$ cat config.mk
export PLATFORM = sky130hd
export DESIGN_NAME = minimig_ram_sequencer
export DESIGN_NICKNAME = d
export VERILOG_FILES = /design/src/rtl/minimig_mem_pkg.sv /design/src/rtl/minimig_bank_encoder.sv /design/src/rtl/minimig_ram_sequencer.sv
export SDC_FILE = /design/constraint.sdc
export NUM_CORES = 1
export LEC_CHECK = 0
export ABC_AREA = 1
export BUFFER_PORTS_ARGS = -buffer_cell sky130_fd_sc_hd__buf_2
export CORE_ASPECT_RATIO = 1.25
export CORE_MARGIN = 3
export CORE_UTILIZATION = 40
export DETAILED_ROUTE_END_ITERATION = 8
export GPL_ROUTABILITY_DRIVEN = 0
export PLACE_DENSITY = 0.61
export RECOVER_POWER = 25
export SLEW_MARGIN = 20
export SYNTH_ARGS = -nofsm -noshare
export SYNTH_HDL_FRONTEND = slang
export SYNTH_SLANG_ARGS = --single-unit
$ cat constraint.sdc
create_clock -name clk -period 2 [get_ports clk]
set_clock_uncertainty 0.2 [all_clocks]
set_input_delay 0.2 -clock clk [delete_from_list [all_inputs] [get_ports clk]]
set_output_delay 0.2 -clock clk [all_outputs]
set_load 0.05 [all_outputs]
$ cat src/rtl/minimig_mem_pkg.sv
// Shared definitions for the Minimig RAM sequencer: state encoding,
// block/address widths and the latched request record.
package minimig_mem_pkg;
  localparam int BLK_W  = 3;
  localparam int MEM_AW = 21;
  localparam logic [15:0] UNMAPPED_DATA = 16'hFFFF;

  localparam logic [2:0] S_IDLE    = 3'd0;
  localparam logic [2:0] S_ISSUE   = 3'd1;
  localparam logic [2:0] S_WAIT    = 3'd2;
  localparam logic [2:0] S_DONE    = 3'd3;
  localparam logic [2:0] S_REFRESH = 3'd4;

  typedef struct packed {
    logic                    we;
    logic                    multi;
    logic [BLK_W-1:0]        blk;
    logic [MEM_AW-BLK_W-1:0] addr;
    logic [1:0]              be;
    logic [15:0]             wdata;
  } mem_req_t;
endpackage

$ cat src/rtl/minimig_bank_encoder.sv
// Bank select to block index: lowest set bit wins, flags empty and multi-hot selects.
module minimig_bank_encoder
  import minimig_mem_pkg::*;
(
  input  logic [7:0]       bank,
  output logic [BLK_W-1:0] blk,
  output logic             hit,
  output logic             multi
);
  always_comb begin
    blk = '0;
    for (int i = 7; i >= 0; i--)
      if (bank[i]) blk = BLK_W'(i);
  end

  assign hit   = |bank;
  assign multi = |(bank & (bank - 8'd1));
endmodule

$ cat src/rtl/minimig_ram_sequencer.sv
// Fixed-latency RAM cycle sequencer with interleaved refresh and
// short-circuit completion of unmapped accesses.
module minimig_ram_sequencer
  import minimig_mem_pkg::*;
#(
  parameter int RD_LAT  = 2,
  parameter int REF_INT = 512,
  parameter int REF_LEN = 4
) (
  input  logic              clk,
  input  logic              _reset,
  input  logic              req,
  input  logic              we,
  input  logic [7:0]        bank,
  input  logic [17:0]       addr,
  input  logic [1:0]        be,
  input  logic [15:0]       wdata,
  output logic              ack,
  output logic [15:0]       rdata,
  output logic              unmapped,
  output logic              bank_err,
  output logic              mem_en,
  output logic              mem_we,
  output logic [MEM_AW-1:0] mem_addr,
  output logic [1:0]        mem_be,
  output logic [15:0]       mem_wdata,
  input  logic [15:0]       mem_rdata,
  output logic              mem_ref
);
  logic [2:0]       state;
  logic [BLK_W-1:0] blk;
  logic             hit, multi;
  mem_req_t         r;
  logic [15:0]      ref_cnt;
  logic             ref_pend, ref_wrap;
  logic [3:0]       lat_cnt, len_cnt;

  minimig_bank_encoder u_enc (
    .bank  (bank),
    .blk   (blk),
    .hit   (hit),
    .multi (multi)
  );

  // RAM-side address/data come straight from the latched request flops.
  assign mem_addr  = {r.blk, r.addr};
  assign mem_be    = r.be;
  assign mem_wdata = r.wdata;
  assign ref_wrap  = (ref_cnt == '0);

  always_ff @(posedge clk or negedge _reset) begin
    if (!_reset) ref_cnt <= 16'(REF_INT - 1);
    else         ref_cnt <= ref_wrap ? 16'(REF_INT - 1) : ref_cnt - 16'd1;
  end

  always_ff @(posedge clk or negedge _reset) begin
    if (!_reset) begin
      state    <= S_IDLE;
      r        <= '0;
      ref_pend <= 1'b0;
      lat_cnt  <= '0;
      len_cnt  <= '0;
      ack      <= 1'b0;
      rdata    <= '0;
      unmapped <= 1'b0;
      bank_err <= 1'b0;
      mem_en   <= 1'b0;
      mem_we   <= 1'b0;
      mem_ref  <= 1'b0;
    end else begin
      ack      <= 1'b0;
      unmapped <= 1'b0;
      bank_err <= 1'b0;
      mem_en   <= 1'b0;
      mem_we   <= 1'b0;
      case (state)
        S_IDLE: begin
          if (ref_pend) begin
            ref_pend <= 1'b0;
            mem_ref  <= 1'b1;
            len_cnt  <= 4'(REF_LEN - 1);
            state    <= S_REFRESH;
          end else if (req && hit) begin
            r      <= '{we: we, multi: multi, blk: blk, addr: addr, be: be, wdata: wdata};
            mem_en <= 1'b1;
            mem_we <= we;
            state  <= S_ISSUE;
          end else if (req) begin
            ack      <= 1'b1;
            unmapped <= 1'b1;
            rdata    <= UNMAPPED_DATA;
            state    <= S_DONE;
          end
        end
        S_ISSUE: begin
          if (r.we) begin
            ack      <= 1'b1;
            bank_err <= r.multi;
            state    <= S_DONE;
          end else begin
            lat_cnt <= 4'(RD_LAT - 1);
            state   <= S_WAIT;
          end
        end
        S_WAIT: begin
          if (lat_cnt == '0) begin
            rdata    <= mem_rdata;
            ack      <= 1'b1;
            bank_err <= r.multi;
            state    <= S_DONE;
          end else begin
            lat_cnt <= lat_cnt - 4'd1;
          end
        end
        S_DONE: state <= S_IDLE;
        S_REFRESH: begin
          if (len_cnt == '0) begin
            mem_ref <= 1'b0;
            state   <= S_IDLE;
          end else begin
            len_cnt <= len_cnt - 4'd1;
          end
        end
        default: state <= S_IDLE;
      endcase
      // A wrap on the same edge as a refresh is taken must stay pending.
      if (ref_wrap) ref_pend <= 1'b1;
    end
  end
endmodule

==> flow_summary.toml <==
[final_layout]
area_delta_synth_final_pct = 31.9
nNetsFinal = 741
drive_gt1_share_pct = 27.5
fillerInstances = 971
insertedDiodeCount = 0

[sta]
timing.final.crit_share_pct = 91.2
period_minus_slack_ps = 1820
rsz0062_at_grt = "no"
clock.fmax_ghz = 0.549
whs_ps = 5.39
hold_viol = 0
finalSetupViolations = 0
setup_slack_ps = 177
worst_slew_pin_slew_ps = 1140
slew_headroom_pct = 24.1
tns_ps = 0
report.final.slew_viol_count = 0

[clocking]
clockRootBuffer = "clkbuf_16"
clockBufferDepth = 2
post_cts_buffers = 0
h-tree-depth = 3
clkTransAtPathRegs_ps = 60
clkSinkCount = 91
postCtsHoldBufs = 55
numCtsBuffers = 9
ctsResizeCount = 0
clock_latency_ps = 340
tritoncts = "done"

[yosys]
netlist.area_leader.share_pct = 46.6
yosys_warnings = 0
synth_top_cell_by_area = "dfrtp_1"
synthesis.area_um2 = 4400
synth_seq_cells = 91
synth_edf_count = 0
synth_cell_type_count = 30
yosys.cell_count.top_type = "nand2_1"
avgSynthCellArea_um2 = 8.35
syn-num-nets = 594
synthCells = 527
synth_area_leaders = "dfrtp_1 (47%), nand2_1 (17%), buf_4 (7.7%), dfstp_2 (5.4%), nand3_1 (3.4%)"
synthTopCellsByCount = "nand2_1 (194), dfrtp_1 (82), buf_4 (45)"
ys.flop_type = "dfrtp_1"
ys_seq_area_share_pct = 52.0
async_reset_ff_share_pct = 100

[floorplan]
initial_utilization_pct = 41.2
pin_count = 125
core-area_um2 = 10700
die_height_um = 123
die_area_um2 = 12300
die_w_um = 99.8
num_rows = 42

[job]
cap_violations = 0

[hold_path]
min_path_type = "input port to flip-flop"
min-delay-start = "mem_rdata[1]"

[route]
drc = 0
ant_nets = 0
vias = 3714
wl_per_cell_um = 12.7
drt-total-wl_mm = 10.3
routed_via_density = 4.58
drt_iter0_drc = 118
dr.pass1.iters = 4

[power]
internal_power_mw = 5.11
ir_drop_v = 0.000811
power_frac_clock_pct = 21.0
powerDensity_nw_per_um2 = 1670
swShare_pct = 47.4
power_frac_seq_pct = 30.2
p_switching_mw = 4.61
p_comb_share_pct = 48.8
p_leak_nw = 3.11

[critical_path]
crit_path_max_fanout = 29
cp.arrival_ps = 1890
startpoint_type = "flip-flop"
critical_path_class = "flip-flop to flip-flop"
worstPathRequired_ps = 2070
crit_path_end_kind = "flip-flop"
setup.worst_path.start = "state[2]"
rrSetupSlack_ps = 180
r2r-start = "state[2]"

[placed_design]
hpwl_mm = 6.79
dp_slack_ps = 166
port_buffers = 124

[status]
status = "complete, no violations"

[global_route]
grt_pass1_wl_mm = 17.0
grt_overflow = 0
grt_pass1_vias = 3723
grt_usage_pct = 17.3
grt_max_degree = 92
antenna_found_initial = 0
-- layer usage --
metal / global-route usage (%) / wire length, µm
met1: 21.6 / 4600
met2: 29.1 / 5000
met3: 3.84 / 499
met4: 7.00 / 229
met5: 0 / 0
-- worst max-delay path: stages (launching register included) --
cell	delay, ps
dfrtp_1	410
nor2_2	140
nand2_2	100
nor2_4	150
nand3_2	230
inv_1	200
buf_12	190
nand2_1	60
nand2_1	70
-- sequential cells by signal, summed over array words and instances (netlist names) --
register and count:
mem_en 1, mem_wdata 16, mem_we 1, rdata 16, r 2, lat_cnt 4
ref_pend 1, mem_ref 1, bank_err 1, mem_be 2, mem_addr 21, ack 1
unmapped 1, ref_cnt 16, len_cnt 4, state 3
-- cells by family (layout without fill, tap and decap cells) --
family	count (synthesis)	after routing	share of synthesized area (%)
compound gates	31	31	3.67
xor+xnor	11	11	2.19
fa+ha+maj	3	3	0.853
buf+inv	92	244	12.5
flops	91	91	52.0
simple gates	299	299	28.8
-- cell type report --
type                       count  area [µm²]  area share [%]
clock buffer                   9         225            3.88
clock inverter                 7         139            2.39
inverter                      38         143            2.46
multi-input combinational    344        1560            26.9
sequential                    91        2290            39.4
tap                          132         165            2.85
timing repair buffer         190        1280            22.1
-- final timing paths --
kind,cells after the start,endpoint
setup reg to reg,8,mem_addr[17]
hold / removal,4,rdata[1]
max in group asynchronous,3,lat_cnt[3]
min in group asynchronous,3,mem_wdata[14]
setup / recovery,8,mem_addr[17]
hold reg to reg,1,ref_cnt[0]
-- placed cells by master, fill, tap and decap left out, types with 2 or more instances in the layout --
cell,count
nor2_1,37
nand4_1,3
o21ai_1,2
a21oi_1,6
clkinv_2,2
nand2_1,194
dlygate4sd3_1,55
nand3_1,30
dfrtp_1,82
clkbuf_16,9
ha_1,3
nor2_2,4
inv_1,38
o21ai_0,20
nand2_4,2
bufinv_16,4
nor3_1,5
xnor2_1,2
or2_2,18
xor2_1,9
buf_2,123
buf_4,9
buf_12,2
dfstp_2,9
-- power groups by stage --
| stage | Combinational [mW] | Sequential, mW | Clock [mW] |
|---|---|---|---|
| after detailed placement | 4.69 | 2.95 | 0 |
| final | 4.74 | 2.94 | 2.04 |
| after global routing | 5.16 | 3.01 | 2.19 |
| after CTS | 4.78 | 2.93 | 2.11 |
| after floorplan | 3.47 | 3.60 | 0 |
| after global placement | 4.59 | 2.94 | 0 |
-- metrics by stage --
step	util, %	power (mW)	cell area (µm²)	cells
after floorplan	-	7.07	4400	527
after global placement	46.0	7.53	4900	740
after detailed placement	46.0	7.65	4900	740
after global routing	54.4	10.4	5800	811
after CTS	54.5	9.82	5820	811
final	54.4	9.72	5800	811
(Power assumes the default switching activity.)
